## config.mk

```make
export PLATFORM = sky130hd
export DESIGN_NAME = noc_switch_allocator
export DESIGN_NICKNAME = d
export VERILOG_FILES = /design/src/rtl/noc_switch_allocator_pkg.sv /design/src/rtl/noc_switch_allocator_rr_arbiter.sv /design/src/rtl/noc_switch_allocator.sv
export SDC_FILE = /design/constraint.sdc
export NUM_CORES = 1
export LEC_CHECK = 0
export ABC_CLOCK_PERIOD_IN_PS = 7600
export CAP_MARGIN = 0
export CELL_PAD_IN_SITES_DETAIL_PLACEMENT = 2
export CELL_PAD_IN_SITES_GLOBAL_PLACEMENT = 2
export CORE_MARGIN = 2
export CORE_UTILIZATION = 36
export DETAILED_ROUTE_END_ITERATION = 10
export PLACE_DENSITY = 0.8
export SKIP_CTS_REPAIR_TIMING = 1
export SLEW_MARGIN = 40
export SYNTH_ARGS = -nofsm -noshare
export SYNTH_HDL_FRONTEND = slang
export SYNTH_SLANG_ARGS = --single-unit
```

## constraint.sdc

```tcl
create_clock -name clk -period 7.6 [get_ports clk]
set_input_delay 1.52 -clock clk [delete_from_list [all_inputs] [get_ports clk]]
set_output_delay 1.52 -clock clk [all_outputs]
set_load 0.02 [all_outputs]
```

## src/rtl/noc_switch_allocator_pkg.sv

```systemverilog
// Shared constants and types for the NoC switch allocator.
package noc_pkg;

  localparam int NPORTS = 5;
  localparam int IDX_W  = 3;
  localparam int FLIT_W = 3;

  localparam int P_N = 0;
  localparam int P_E = 1;
  localparam int P_W = 2;
  localparam int P_S = 3;
  localparam int P_L = 4;

  // Flit-type codes carried on in_flit_id (one-hot encoded).
  localparam logic [FLIT_W-1:0] FLIT_HEADER = 3'b001;
  localparam logic [FLIT_W-1:0] FLIT_BODY   = 3'b010;
  localparam logic [FLIT_W-1:0] FLIT_TAIL   = 3'b100;

  typedef enum logic {
    IDLE = 1'b0,
    BUSY = 1'b1
  } alloc_state_t;

  // Port index following i, wrapping from the last port back to 0.
  function automatic logic [IDX_W-1:0] next_idx(input logic [IDX_W-1:0] i);
    return (i == IDX_W'(NPORTS - 1)) ? '0 : i + IDX_W'(1);
  endfunction

endpackage

```

## src/rtl/noc_switch_allocator_rr_arbiter.sv

```systemverilog
// Round-robin arbiter: first requester found scanning cyclically from i_ptr.
module rr_arbiter
  import noc_pkg::*;
#(
  parameter int N = NPORTS,
  parameter int W = IDX_W
) (
  input  logic [N-1:0] i_req,
  input  logic [W-1:0] i_ptr,
  output logic [N-1:0] o_gnt,
  output logic [W-1:0] o_idx
);

  // Cyclic scan starting at the pointer; the first hit wins.
  always_comb begin
    int  j;
    logic w_found;
    o_gnt   = '0;
    o_idx   = '0;
    w_found = 1'b0;
    j       = 0;
    for (int k = 0; k < N; k++) begin
      j = (int'(i_ptr) + k) % N;
      if (!w_found && i_req[j]) begin
        o_gnt[j] = 1'b1;
        o_idx    = W'(j);
        w_found  = 1'b1;
      end
    end
  end

endmodule

```

## src/rtl/noc_switch_allocator.sv

```systemverilog
// Per-router output-port allocator with wormhole locking and round-robin
// arbitration among competing HEADER flits.
module noc_switch_allocator
  import noc_pkg::*;
(
  input  logic                       clk,
  input  logic                       rst,
  input  logic [NPORTS-1:0]          in_valid,
  input  logic [NPORTS*NPORTS-1:0]   in_req,
  input  logic [FLIT_W*NPORTS-1:0]   in_flit_id,
  input  logic [NPORTS-1:0]          out_ready,
  output logic [NPORTS-1:0]          rd_en,
  output logic [NPORTS-1:0]          out_valid,
  output logic [IDX_W*NPORTS-1:0]    xbar_sel,
  output logic [NPORTS-1:0]          out_busy,
  output logic                       err_multi
);

  localparam logic [NPORTS-1:0] ONE = NPORTS'(1);

  logic [NPORTS-1:0]       w_req_eff [NPORTS];
  logic [NPORTS-1:0]       w_multi;
  logic [NPORTS-1:0]       w_cand    [NPORTS];
  logic [NPORTS-1:0]       w_fire;
  logic [IDX_W*NPORTS-1:0] w_owner;
  logic                    r_err_multi;

  // Reduce each input's request to its lowest set bit; flag multi-hot rows.
  always_comb begin
    logic [NPORTS-1:0] w_row;
    w_row   = '0;
    w_multi = '0;
    for (int i = 0; i < NPORTS; i++) begin
      w_row        = in_req[i*NPORTS +: NPORTS];
      w_req_eff[i] = w_row & (~w_row + ONE);
      w_multi[i]   = in_valid[i] && ((w_row & (w_row - ONE)) != '0);
    end
  end

  // Transpose into per-output candidate vectors: only HEADER flits compete.
  always_comb begin
    for (int o = 0; o < NPORTS; o++) begin
      w_cand[o] = '0;
      for (int i = 0; i < NPORTS; i++) begin
        w_cand[o][i] = in_valid[i] && w_req_eff[i][o] &&
                       (in_flit_id[i*FLIT_W +: FLIT_W] == FLIT_HEADER);
      end
    end
  end

  for (genvar o = 0; o < NPORTS; o++) begin : g_out
    alloc_state_t      r_state;
    logic [IDX_W-1:0]  r_owner;
    logic [IDX_W-1:0]  r_ptr;
    logic [NPORTS-1:0] w_gnt;
    logic [IDX_W-1:0]  w_idx;
    logic              w_tail;

    rr_arbiter #(.N(NPORTS), .W(IDX_W)) u_arb (
      .i_req (w_cand[o]),
      .i_ptr (r_ptr),
      .o_gnt (w_gnt),
      .o_idx (w_idx)
    );

    assign w_fire[o] = (r_state == BUSY) && in_valid[r_owner] && out_ready[o];
    assign w_tail    = (in_flit_id[r_owner*FLIT_W +: FLIT_W] == FLIT_TAIL);

    // Output lock FSM: grant in IDLE, release after the TAIL flit crosses.
    always_ff @(posedge clk or posedge rst) begin
      if (rst) begin
        r_state <= IDLE;
        r_owner <= '0;
        r_ptr   <= '0;
      end else begin
        case (r_state)
          IDLE: begin
            if (|w_gnt) begin
              r_state <= BUSY;
              r_owner <= w_idx;
              r_ptr   <= next_idx(w_idx);
            end
          end
          BUSY: begin
            if (w_fire[o] && w_tail) begin
              r_state <= IDLE;
            end
          end
          default: r_state <= IDLE;
        endcase
      end
    end

    assign w_owner[o*IDX_W +: IDX_W]  = r_owner;
    assign xbar_sel[o*IDX_W +: IDX_W] = (r_state == BUSY) ? r_owner : '0;
    assign out_busy[o]                = (r_state == BUSY);
    assign out_valid[o]               = w_fire[o];
  end

  // Pop the owning input of every output that moves a flit this cycle.
  always_comb begin
    rd_en = '0;
    for (int o = 0; o < NPORTS; o++) begin
      for (int i = 0; i < NPORTS; i++) begin
        if (w_fire[o] && (w_owner[o*IDX_W +: IDX_W] == IDX_W'(i))) begin
          rd_en[i] = 1'b1;
        end
      end
    end
  end

  // Sticky multi-hot request flag, cleared only by reset.
  always_ff @(posedge clk or posedge rst) begin
    if (rst) begin
      r_err_multi <= 1'b0;
    end else if (|w_multi) begin
      r_err_multi <= 1'b1;
    end
  end

  assign err_multi = r_err_multi;

endmodule

```

==> results by group, run 1 <==
Critical path
  • Worst Path Arrival: about 7 ns
  • Buf/Inv on CP: 4
  • Crit-path max FO: 17
  • Top cell by count, worst path: ha_1
  • CP max stage delay: 0.60 ns
  • Setup crit end kind: flop
  • CP max-delay cell: dfrtp_1
  • Crit-path leading delay family: compound AO/OA/AOI/OAI gates
  • Setup Crit Path Kind: reg -> reg
  • CP Cell Sequence: inv_1, ha_1, inv_1, ha_1, inv_1, ha_1, or3_4, a21oi_1, or2_2, ha_1, nand2b_1, and3_1, o31a_1, a211o_1, a32o_1, or3b_4, o211ai_1, o211ai_1, o211ai_1, inv_1, ha_1, nor2b_1, a221o_1, o2bb2ai_1
  • Crit path launch type: flop
  • Required time worst endpoint: 7.80 ns

GRT
  • GRT overflow: 0
  • Vias in the first global route: 14.8k
  • Initial antenna violation count: 5
  • Total global-route track usage: 0.280
  • First-pass GRT wire length: 82.5 mm
  • Pin count of the biggest net entering global routing: 37

Die
  • Site Rows: 68
  • Ports: 83
  • Die X: 192 microns
  • Die height: 192 microns
  • Starting density of the core: 0.366
  • Die Area: 36,800 sq um
  • Total core area: 34,600 sq um

Final layout
  • Share of cells above drive strength 1: 0.0854
  • Post-route cell area: about 14,000 sq um
  • Nets: 1,975
  • P&R area growth vs syn: 10.8%

Routing
  • WL/cell: ~23 microns
  • Routed Antenna Nets: 0
  • Vias per cell: roughly 6.3
  • DR iter-0 viols: 794
  • Vias after detailed routing: around 14k
  • Final wirelength: around 52 mm
  • Drt first pass iters: 5
  • Post-route DRC: 0

Timing
  • RSZ-0062 raised after global routing: no
  • Worst Tran Pin Value: 0.850 ns
  • Setup_tns: 0 ns
  • Crit path time final: a little under 7 ns
  • Fmax: 0.148 GHz
  • Max-slew violations: 0
  • Final worst setup slack: 0.835 ns
  • Rel. slew slack: 0.433
  • Final Hold Slack: 0.609 ns
  • Fin. Hold Viols: 0
  • Tcrit/Tclk final: 0.890
  • Worst Skew: 0.00775 ns
  • Final setup fails: 0

Placement
  • DP HPWL: slightly above 40 mm
  • Dpl ws: approximately 1.1 ns
  • Post-DP Area: approximately 14,000 sq um
  • Port buffer count: 82
  • GPL Wtd Cong: 0.920

Run status
  • Status: complete, no violations

Flow run
  • Max-Cap Viols: 0

Synth
  • Yosys cell types: 111
  • Mapped cell area: around 13,000 sq um
  • Yosys Warn Count: 0
  • Yosys reg bits: 36
  • Number of flops mapped to enable cells by yosys: 0
  • Post-synth ARST share: 1.00
  • Gate Count Post-Synth: 1,760
  • Avg Cell Area, Syn: 7.21 sq um
  • Top_reg_cell synth: dfrtp_1
  • Syn Nets: between 1.5k and 2k
  • Sequential area share after synthesis: 0.0710

CTS
  • CTS H-tree lvls: 2
  • CTS Buf Count: 5
  • Clock Path Buffers: 2
  • Sink Count: 36
  • CTS tree: built
  • Reg clk slew, reported paths: about 0.060 ns
  • CTS Root Cell: clkbuf_16
  • Clk_lat worst skew: 0.30 ns

Power
  • Pwr Total: approximately 7.4 mW
  • Leakage power: about 5.8 nW
  • Max rail drop VDD: 0.000160 V
  • Pwr/cell area: 523 nW/um^2

Min path
  • Hold WC Path Type: reg -> reg
[synthesized netlist by cell type, types with 35 or more instances]
library cell / count / area [sq um]
xnor2_1: 36 / 315
nor2b_1: 38 / 238
ha_1: 144 / 1800
nand3_1: 55 / 275
dfrtp_1: 36 / 901
mux2i_1: 67 / 671
nand2b_1: 35 / 219
nor2_1: 133 / 499
and2_1: 38 / 238
clkbuf_1: 52 / 195
nor3_1: 53 / 265
nand2_1: 140 / 526
o21ai_0: 115 / 576
inv_1: 109 / 409
a21oi_1: 111 / 556
[worst paths after layout]
check	startpoint	end	slack [ns]	cells after the start
setup / recovery	g_out[1].r_ptr[1]	g_out[1].r_ptr[1]	0.84	24
hold / removal	g_out[0].r_state	g_out[0].r_state	0.61	1
setup reg to reg	g_out[1].r_ptr[1]	g_out[1].r_ptr[1]	0.84	24
hold reg to reg	g_out[0].r_state	g_out[0].r_state	0.61	1
max in group asynchronous	rst	g_out[1].r_owner[2]	5.56	3
min in group asynchronous	rst	g_out[3].r_ptr[2]	1.66	3
[per-layer routing]
metal,wire length (microns),global-route usage,vias to the layer above
li1,-,-,6579
met1,23500,0.359,7169
met2,25400,0.495,262
met3,1730,0.0228,74
met4,1500,0.0905,2
met5,11,0,-
[power by group]
group / switching (mW) / total, mW / internal [mW]
clock network: 0.0959 / 0.317 / 0.222
registers: 0.195 / 0.464 / 0.269
logic: 4.09 / 6.57 / 2.48
[placed cells by master, fill, tap and decap left out, types with 10 or more instances in the layout]
cell type,instances
a211o_1,11
a211oi_1,24
a21o_1,13
a21oi_1,111
a22oi_1,16
a31oi_1,19
and2_1,38
and3_1,23
buf_4,19
clkdlybuf4s50_1,82
dfrtp_1,36
ha_1,144
inv_1,108
mux2_2,33
mux2i_1,67
mux4_2,10
nand2_1,140
nand2b_1,35
nand3_1,55
nand3b_1,12
nand4_1,12
nand4b_1,10
nor2_1,133
nor2b_1,38
nor3_1,53
nor4_1,16
o211ai_1,30
o21ai_0,115
o22ai_1,17
o31ai_1,13
or2_2,18
or3_1,20
xnor2_1,36
[cell families after synthesis]
kind of cell,synth area share
AO/OA/AOI/OAI,0.298
XOR/XNOR,0.0312
adder cells (fa/ha/maj),0.142
buffers and inverters,0.0675
flip-flops,0.0710
multiplexers,0.110
AND/OR/NAND/NOR,0.281
[flip-flops by register name, summed over array words and instances, names as in the netlist]
signal and count:
err_multi 1, g_out.r_state 5, g_out.r_ptr 15, g_out.r_owner 15
[worst register-to-register path, cell delays in order, from the launching register on]
cell	delay, ns
dfrtp_1	0.60
inv_1	0.37
ha_1	0.41
inv_1	0.09
ha_1	0.49
inv_1	0.11
ha_1	0.25
or3_4	0.41
a21oi_1	0.27
or2_2	0.23
ha_1	0.23
nand2b_1	0.10
and3_1	0.19
o31a_1	0.36
a211o_1	0.26
a32o_1	0.27
or3b_4	0.44
o211ai_1	0.18
o211ai_1	0.12
o211ai_1	0.20
inv_1	0.12
ha_1	0.23
nor2b_1	0.13
a221o_1	0.36
o2bb2ai_1	0.22
[stage by stage]
stage	instances	utilization
after global placement	2227	0.399
after global routing	2237	0.406
after floorplan	1760	-
final	2239	0.406
after CTS	2235	0.406
after detailed placement	2227	0.399
[layout make-up]
| cell class | instances | area [sq um] |
|---|---|---|
| well taps | 455 | 569 |
| diodes | 4 | 10.0 |
| repair buffers | 101 | 963 |
| fillers | 4091 | 20600 |
| flip-flops and latches | 36 | 901 |
| clock inverters | 3 | 90.1 |
| inverters | 120 | 453 |
| multi-input cells | 1515 | 10900 |
| clock buffers | 5 | 125 |
No activity file was read; power rests on OpenSTA's default activity.
==> run 2: changes to the inputs <==
--- a/config.mk
+++ b/config.mk
@@ -6,4 +6,5 @@
 export NUM_CORES = 1
 export LEC_CHECK = 0
+export ABC_AREA = 1
 export ABC_CLOCK_PERIOD_IN_PS = 7600
 export CAP_MARGIN = 0
@@ -11,5 +12,5 @@
 export CELL_PAD_IN_SITES_GLOBAL_PLACEMENT = 2
 export CORE_MARGIN = 2
-export CORE_UTILIZATION = 36
+export CORE_UTILIZATION = 32
 export DETAILED_ROUTE_END_ITERATION = 10
 export PLACE_DENSITY = 0.8
==> constraint.sdc (replaced) <==
create_clock -name clk -period 7.6 [get_ports clk]
set_input_delay 1.52 -clock clk [delete_from_list [all_inputs] [get_ports clk]]
set_output_delay 1.52 -clock clk [all_outputs]
set_load 0.005 [all_outputs]
==> run 2 against run 1 <==
Clock-buffer cell count rose by 1. Via count rose by 4.2%. Fmax rose by 14%. Highest routed layer is now met4.
==> results by group, run 2 <==
Run status
  • Status: complete, no violations (unchanged)

Timing
  • Worst Tran Pin Value: 0.859 ns (was 0.850 ns)
  • Final worst setup slack: 1.69 ns (was 0.835 ns)
  • Max-slew violations: 0 (unchanged)
  • Final setup fails: 0 (unchanged)
  • Setup_tns: 0 ns (unchanged)
  • Rel. slew slack: 0.426 (was 0.433)
  • Worst Skew: 0.00231 ns (was 0.00775 ns)
  • Crit path time final: 5.91 ns (was 6.76 ns)
  • Fmax: 0.169 GHz (was 0.148 GHz)
  • RSZ-0062 raised after global routing: no (unchanged)
  • Fin. Hold Viols: 0 (unchanged)
  • Tcrit/Tclk final: 0.778 (was 0.890)

Routing
  • Vias per cell: 5.29 (was 6.29)
  • Routed Antenna Nets: 0 (unchanged)
  • Post-route DRC: 0 (unchanged)
  • WL/cell: 18.1 microns (was 23.3 microns)
  • DR iter-0 viols: 580 (was 794)
  • Final wirelength: 50.1 mm (was 52.2 mm)
  • Drt first pass iters: 4 (was 5)
  • Vias after detailed routing: 14.7k (was 14.1k)

Flow run
  • Max-Cap Viols: 0 (unchanged)

Synth
  • Yosys reg bits: 36 (unchanged)
  • Avg Cell Area, Syn: 5.61 sq um (was 7.21 sq um)
  • Post-synth ARST share: 1.00 (unchanged)
  • Gate Count Post-Synth: 2,182 (was 1,760)
  • Mapped cell area: 12,200 sq um (was 12,700 sq um)
  • Synth top area share: 0.185 (was 0.142)
  • Largest cells by area after synthesis: nand2_1 (18%), ha_1 (15%), inv_1 (11%), nand3_1 (7.9%), dfrtp_1 (7.4%) (was ha_1 (14%), dfrtp_1 (7.1%), mux2i_1 (5.3%), o21ai_0 (4.5%), a21oi_1 (4.4%))
  • Largest area contributor in the netlist: nand2_1 (was ha_1)
  • Syn Nets: 2,378 (was 1,956)
  • Sequential area share after synthesis: 0.0736 (was 0.0710)
  • Most frequent cell after synthesis: nand2_1 (was ha_1)
  • Yosys Warn Count: 0 (unchanged)
  • Number of flops mapped to enable cells by yosys: 0 (unchanged)
  • Yosys cell types: 68 (was 111)
  • Commonest cells post-synth: nand2_1 (603), inv_1 (374), nand3_1 (194), nor2_1 (169), ha_1 (144) (was ha_1 (144), nand2_1 (140), nor2_1 (133), o21ai_0 (115), a21oi_1 (111))
  • Top_reg_cell synth: dfrtp_1 (unchanged)

CTS
  • CTS Root Cell: clkbuf_16 (unchanged)
  • CTS tree: built (unchanged)
  • Sink Count: 36 (unchanged)
  • Reg clk slew, reported paths: 0.06 ns (about the same)
  • CTS Buf Count: 5 (unchanged)
  • Clock Path Buffers: 2 (unchanged)
  • CTS H-tree lvls: 2 (unchanged)
  • Clk_lat worst skew: 0.28 ns (was 0.30 ns)

GRT
  • Vias in the first global route: 15.9k (was 14.8k)
  • First-pass GRT wire length: 81.6 mm (was 82.5 mm)
  • Initial antenna violation count: 3 (was 5)
  • GRT overflow: 0 (unchanged)
  • Pin count of the biggest net entering global routing: 37 (unchanged)
  • Total global-route track usage: 0.254 (was 0.280)

Die
  • Die Area: 39,800 sq um (was 36,800 sq um)
  • Starting density of the core: 0.325 (was 0.366)
  • Die height: 200 microns (was 192 microns)
  • Total core area: 37,700 sq um (was 34,600 sq um)
  • Die X: 200 microns (was 192 microns)
  • Site Rows: 71 (was 68)
  • Ports: 83 (unchanged)

Placement
  • GPL Wtd Cong: 0.937 (was 0.920)
  • Dpl ws: 1.83 ns (was 1.05 ns)
  • Port buffer count: 82 (unchanged)
  • DP HPWL: 42.9 mm (was 41.1 mm)

Final layout
  • Share of cells above drive strength 1: 0.0753 (was 0.0854)
  • Leading cell types in the layout, fill and taps excluded: nand2_1 (603), inv_1 (373), nand3_1 (194), nor2_1 (169), ha_1 (144) (was ha_1 (144), nand2_1 (140), nor2_1 (133), o21ai_0 (115), a21oi_1 (111))
  • Final core occ: 0.368 (was 0.406)
  • Largest regs: g_out.r_owner (15), g_out.r_ptr (15), g_out.r_state (5) (unchanged)
  • Commonest non-fill, non-tap cell in the layout: nand2_1 (was ha_1)
  • Nets: 2,454 (was 1,975)
  • Fill cell count: 4,921 (was 4,091)
  • Multi-input gate area: 9740 sq um (was 10,900 sq um)
  • P&R area growth vs syn: 13.2% (was 10.8%)
  • Register area: 901 sq um (unchanged)

Critical path
  • Crit-path max FO: 7 (was 17)
  • FF-to-FF path depth: 33 (was 24)
  • CP Cell Sequence: clkdlybuf4s50_1, inv_1, o22ai_1, o21ai_0, o31ai_1, nand3_1, nor2_1, nand3_1, o221ai_1, a31oi_1, o21ai_0, clkdlybuf4s50_1 (was inv_1, ha_1, inv_1, ha_1, inv_1, ha_1, or3_4, a21oi_1, or2_2, ha_1, nand2b_1, and3_1, o31a_1, a211o_1, a32o_1, or3b_4, o211ai_1, o211ai_1, o211ai_1, inv_1, ha_1, nor2b_1, a221o_1, o2bb2ai_1)
  • Setup Crit Path Kind: in -> out (was reg -> reg)
  • CP max stage delay: 0.62 ns (was 0.60 ns)
  • CP max-delay cell: clkdlybuf4s50_1 (was dfrtp_1)
  • Setup crit start: in_valid[0] (was g_out[1].r_ptr[1])
  • Reg2Reg Setup Slack: 1.87 ns (was 0.84 ns)
  • Worst Path Arrival: 4.39 ns (was 6.97 ns)
  • Crit path launch type: input port (was flop)
  • Required time worst endpoint: 6.08 ns (was 7.80 ns)
  • Worst R2R End: g_out[2].r_ptr[1] (was g_out[1].r_ptr[1])
  • Origin of the critical flop-to-flop path: g_out[2].r_ptr[1] (was g_out[1].r_ptr[1])
  • Setup crit end kind: primary output (was flop)

Min path
  • HP Start: g_out[2].r_owner[1] (was g_out[0].r_state)
  • Hold path endpoint: g_out[2].r_owner[1] (was g_out[0].r_state)
  • Hold WC Path Type: reg -> reg (unchanged)
  • Hold path cells: 2 (was 1)
-- run 2: layer usage --
layer | wire length [microns] | vias up | part of all wire | global-route usage
met5 | 0 | - | 0 | 0
met4 | 917 | 0 | 0.018 | 0.0584
met3 | 1500 | 51 | 0.030 | 0.0251
met2 | 24900 | 166 | 0.50 | 0.468
met1 | 22800 | 7203 | 0.45 | 0.316
li1 | - | 7262 | - | -
-- run 2: worst max path at each step --
stage                        endpoint  slack, ns  depth (start not counted)
floorplan           g_out[2].r_ptr[2]       3.06                         34
CTS                          rd_en[3]       1.79                         12
finish                       rd_en[3]       1.69                         12
global route        g_out[2].r_ptr[1]       1.25                         33
detailed placement  g_out[2].r_ptr[1]       1.83                         33
global placement             rd_en[2]       1.77                          8
-- run 2: cell families after synthesis --
| logic type | after synthesis | synth area share |
|---|---|---|
| and+or+nand+nor | 1179 | 0.437 |
| AOI/OAI and AO/OA | 359 | 0.178 |
| muxes | 1 | 0.000920 |
| DFF | 36 | 0.0736 |
| adders and majority gates | 144 | 0.147 |
| xor gates and xnor gates | 35 | 0.0290 |
| buffers and inverters | 428 | 0.135 |
-- run 2: worst max-delay path, delay by kind of cell --
kind | cells | cell delay, ns
simple gates | 3 | 0.52
compound gates | 6 | 0.88
buf+inv | 3 | 1.45
-- run 2: area by class of cell --
| cell class | count | share of cell area |
|---|---|---|
| Antenna cell | 3 | 0.000542 |
| Multi-Input combinational cell | 1718 | 0.703 |
| Tap cell | 511 | 0.0461 |
| Clock inverter | 2 | 0.000722 |
| Timing Repair Buffer | 93 | 0.0652 |
| Clock buffer | 6 | 0.0100 |
| Sequential cell | 36 | 0.0650 |
| Inverter | 404 | 0.109 |
-- run 2: metrics by stage --
stage | instance area, sq um | std cells | hold WS (ns)
after floorplan | 12200 | 2182 | 0.480
after detailed placement | 13700 | 2762 | 0.606
after global placement | 13700 | 2762 | 0.565
after global routing | 13900 | 2772 | 0.650
final | 13900 | 2773 | 0.608
after CTS | 13800 | 2770 | 0.617
Power of run 2 is left out: the tool's default activity adds up to more than one toggle a clock period on the data nets, which glitch-free logic cannot reach.
==> run 3: changes to the inputs <==
ABC_CLOCK_PERIOD_IN_PS = 5490   (was 7600)
clock period = 5.49 ns   (was 7.6 ns; I/O delays follow)
==> run 3 against run 2 <==
Non-clock buffer count increased by 27. Routed wire length is 3.7% higher. Sequential share of layout area decreased by 0.12 points. Cell count grew 0.90%.
==> results by group, run 3 (synthesis results as in run 2) <==
Critical path
  • Origin of the critical flop-to-flop path: g_out[3].r_ptr[1] (was g_out[2].r_ptr[1])
  • Top cell by count, worst path: nand2_1
  • Worst Path Arrival: 5.26 ns (was 4.39 ns)
  • CP Depth: 30 (was 12)
  • FF-to-FF path depth: 30 (was 33)
  • Setup Crit Path Kind: reg -> reg (was in -> out)
  • CP max stage delay: 0.37 ns (was 0.62 ns)
  • Required time worst endpoint: 5.72 ns (was 6.08 ns)
  • Setup crit end kind: flop (was primary output)
  • Crit-path leading delay family: simple AND/OR/NAND/NOR gates (was buffers and inverters)
  • Crit path capture: g_out[3].r_ptr[2] (was rd_en[3])
  • Crit path launch type: flop (was input port)
  • CP max-delay cell: dfrtp_1 (was clkdlybuf4s50_1)
  • Worst R2R End: g_out[3].r_ptr[2] (was g_out[2].r_ptr[1])
  • Buf/Inv on CP: 7 (was 3)
  • Crit-path max FO: 9 (was 7)
  • Reg2Reg Setup Slack: 0.46 ns (was 1.87 ns)
  • Setup crit start: g_out[3].r_ptr[1] (was in_valid[0])

Routing
  • Vias per cell: 5.34 (was 5.29)
  • Final wirelength: 51.9 mm (was 50.1 mm)
  • Post-route DRC: 0 (unchanged)
  • Drt first pass iters: 5 (was 4)
  • Routed Antenna Nets: 0 (unchanged)
  • Vias after detailed routing: 15.0k (was 14.7k)
  • DR iter-0 viols: 587 (was 580)
  • WL/cell: 18.6 microns (was 18.1 microns)

Timing
  • RSZ-0062 raised after global routing: no (unchanged)
  • Worst Skew: 0.00523 ns (was 0.00231 ns)
  • Max-slew violations: 0 (unchanged)
  • Tcrit/Tclk final: 0.916
  • Worst Tran Pin Value: 0.732 ns (was 0.859 ns)
  • Crit path time final: between 5 and 6 ns
  • Fin. Hold Viols: 0 (unchanged)
  • Final setup fails: 0 (unchanged)
  • Setup_tns: 0 ns (unchanged)
  • Rel. slew slack: 0.508 (was 0.426)
  • Fmax: 0.199 GHz

CTS
  • Reg clk slew, reported paths: 0.06 ns (about the same)
  • Sink Count: 36 (unchanged)
  • Clk_lat worst skew: 0.29 ns (was 0.28 ns)
  • Clock Path Buffers: 2 (unchanged)
  • CTS Root Cell: clkbuf_16 (unchanged)
  • CTS tree: built (unchanged)
  • CTS Buf Count: 5 (unchanged)
  • CTS H-tree lvls: 2 (unchanged)

Die
  • Site Rows: 71 (unchanged)
  • Die height: 200 microns (unchanged)
  • Ports: 83 (unchanged)
  • Die X: 200 microns (unchanged)
  • Total core area: 37,700 sq um (unchanged)
  • Starting density of the core: 0.325 (unchanged)
  • Die Area: 39,800 sq um (unchanged)

Placement
  • Port buffer count: 82 (unchanged)
  • GPL Wtd Cong: 0.898 (was 0.937)
  • DP HPWL: 44.0 mm (was 42.9 mm)

Final layout
  • Fill cell count: 4,923 (was 4,921)
  • Register area: 901 sq um (unchanged)
  • Largest regs: g_out.r_owner (15), g_out.r_ptr (15), g_out.r_state (5) (unchanged)
  • Multi-input gate area: 9740 sq um (about the same)
  • Share of cells above drive strength 1: 0.0866 (was 0.0753)
  • P&R area growth vs syn: 15.3% (was 13.2%)
  • Final core occ: 0.375 (was 0.368)
  • Nets: 2,481 (was 2,454)
  • Leading cell types in the layout, fill and taps excluded: nand2_1 (603), inv_1 (373), nand3_1 (194), nor2_1 (169), ha_1 (144) (unchanged)
  • Commonest non-fill, non-tap cell in the layout: nand2_1 (unchanged)

Flow run
  • Max-Cap Viols: 0 (unchanged)

Run status
  • Status: complete, no violations (unchanged)

GRT
  • Pin count of the biggest net entering global routing: 37 (unchanged)
  • Initial antenna violation count: 2 (was 3)
  • First-pass GRT wire length: 84.6 mm (was 81.6 mm)
  • GRT overflow: 0 (unchanged)
  • Total global-route track usage: 0.263 (was 0.254)
  • Vias in the first global route: 16.2k (was 15.9k)

Min path
  • Hold WC Path Type: reg -> reg (unchanged)
==> run 3: changes by cell type in the layout (fill, tap and decap cells not counted), sizes merged <==
cell / before / now
buf: 11 / 38
bufinv: 0 / 3
clkbuf: 6 / 5
clkinv: 5 / 3
diode: 3 / 1
==> run 3: worst reg2reg max path: cells and delay by family (launching register included) <==
kind | cells | cell delay (ns)
xor gates and xnor gates | 1 | 0.34
buffers and inverters | 7 | 0.81
DFF | 1 | 0.37
and+or+nand+nor | 14 | 1.64
adders and majority gates | 5 | 1.24
AOI/OAI and AO/OA | 3 | 0.53
==> run 3: layout make-up <==
class,count,area share
well taps,511,0.0453
flip-flops and latches,36,0.0638
multi-input cells,1718,0.690
clock buffers,5,0.00886
inverters,404,0.107
diodes,1,0.000177
clock inverters,3,0.00638
repair buffers,120,0.0783
==> run 3: routing by layer <==
| layer | vias to the layer above | part of all wire | GRT usage |
|---|---|---|---|
| met1 | 7338 | 0.46 | 0.334 |
| met3 | 70 | 0.026 | 0.0186 |
| met2 | 220 | 0.49 | 0.472 |
| met5 | - | 0 | 0 |
| li1 | 7324 | - | - |
| met4 | 0 | 0.030 | 0.0845 |
==> run 3: how the worst min path moves through the flow <==
stage,cells after the start,slack (ns),to,start
final,2,0.57,g_out[2].r_owner[1],g_out[2].r_owner[1]
after floorplan,2,0.48,err_multi,err_multi
after CTS,2,0.57,g_out[2].r_owner[1],g_out[2].r_owner[1]
after detailed placement,2,0.57,g_out[2].r_owner[1],g_out[2].r_owner[1]
after global placement,2,0.56,g_out[2].r_owner[1],g_out[2].r_owner[1]
after global routing,2,0.62,g_out[2].r_owner[1],g_out[2].r_owner[1]
==> run 3: stage by stage <==
step	hold slack, ns	area (sq um)	std cells	setup WS (ns)
finish	0.575	14100	2798	0.461
global route	0.624	14100	2798	0.00368
CTS	0.574	14100	2797	0.306
detailed placement	0.565	13900	2789	0.341
global placement	0.557	13900	2789	0.657
floorplan	0.480	12200	2182	0.951
Power of run 3 is left out for the same reason.
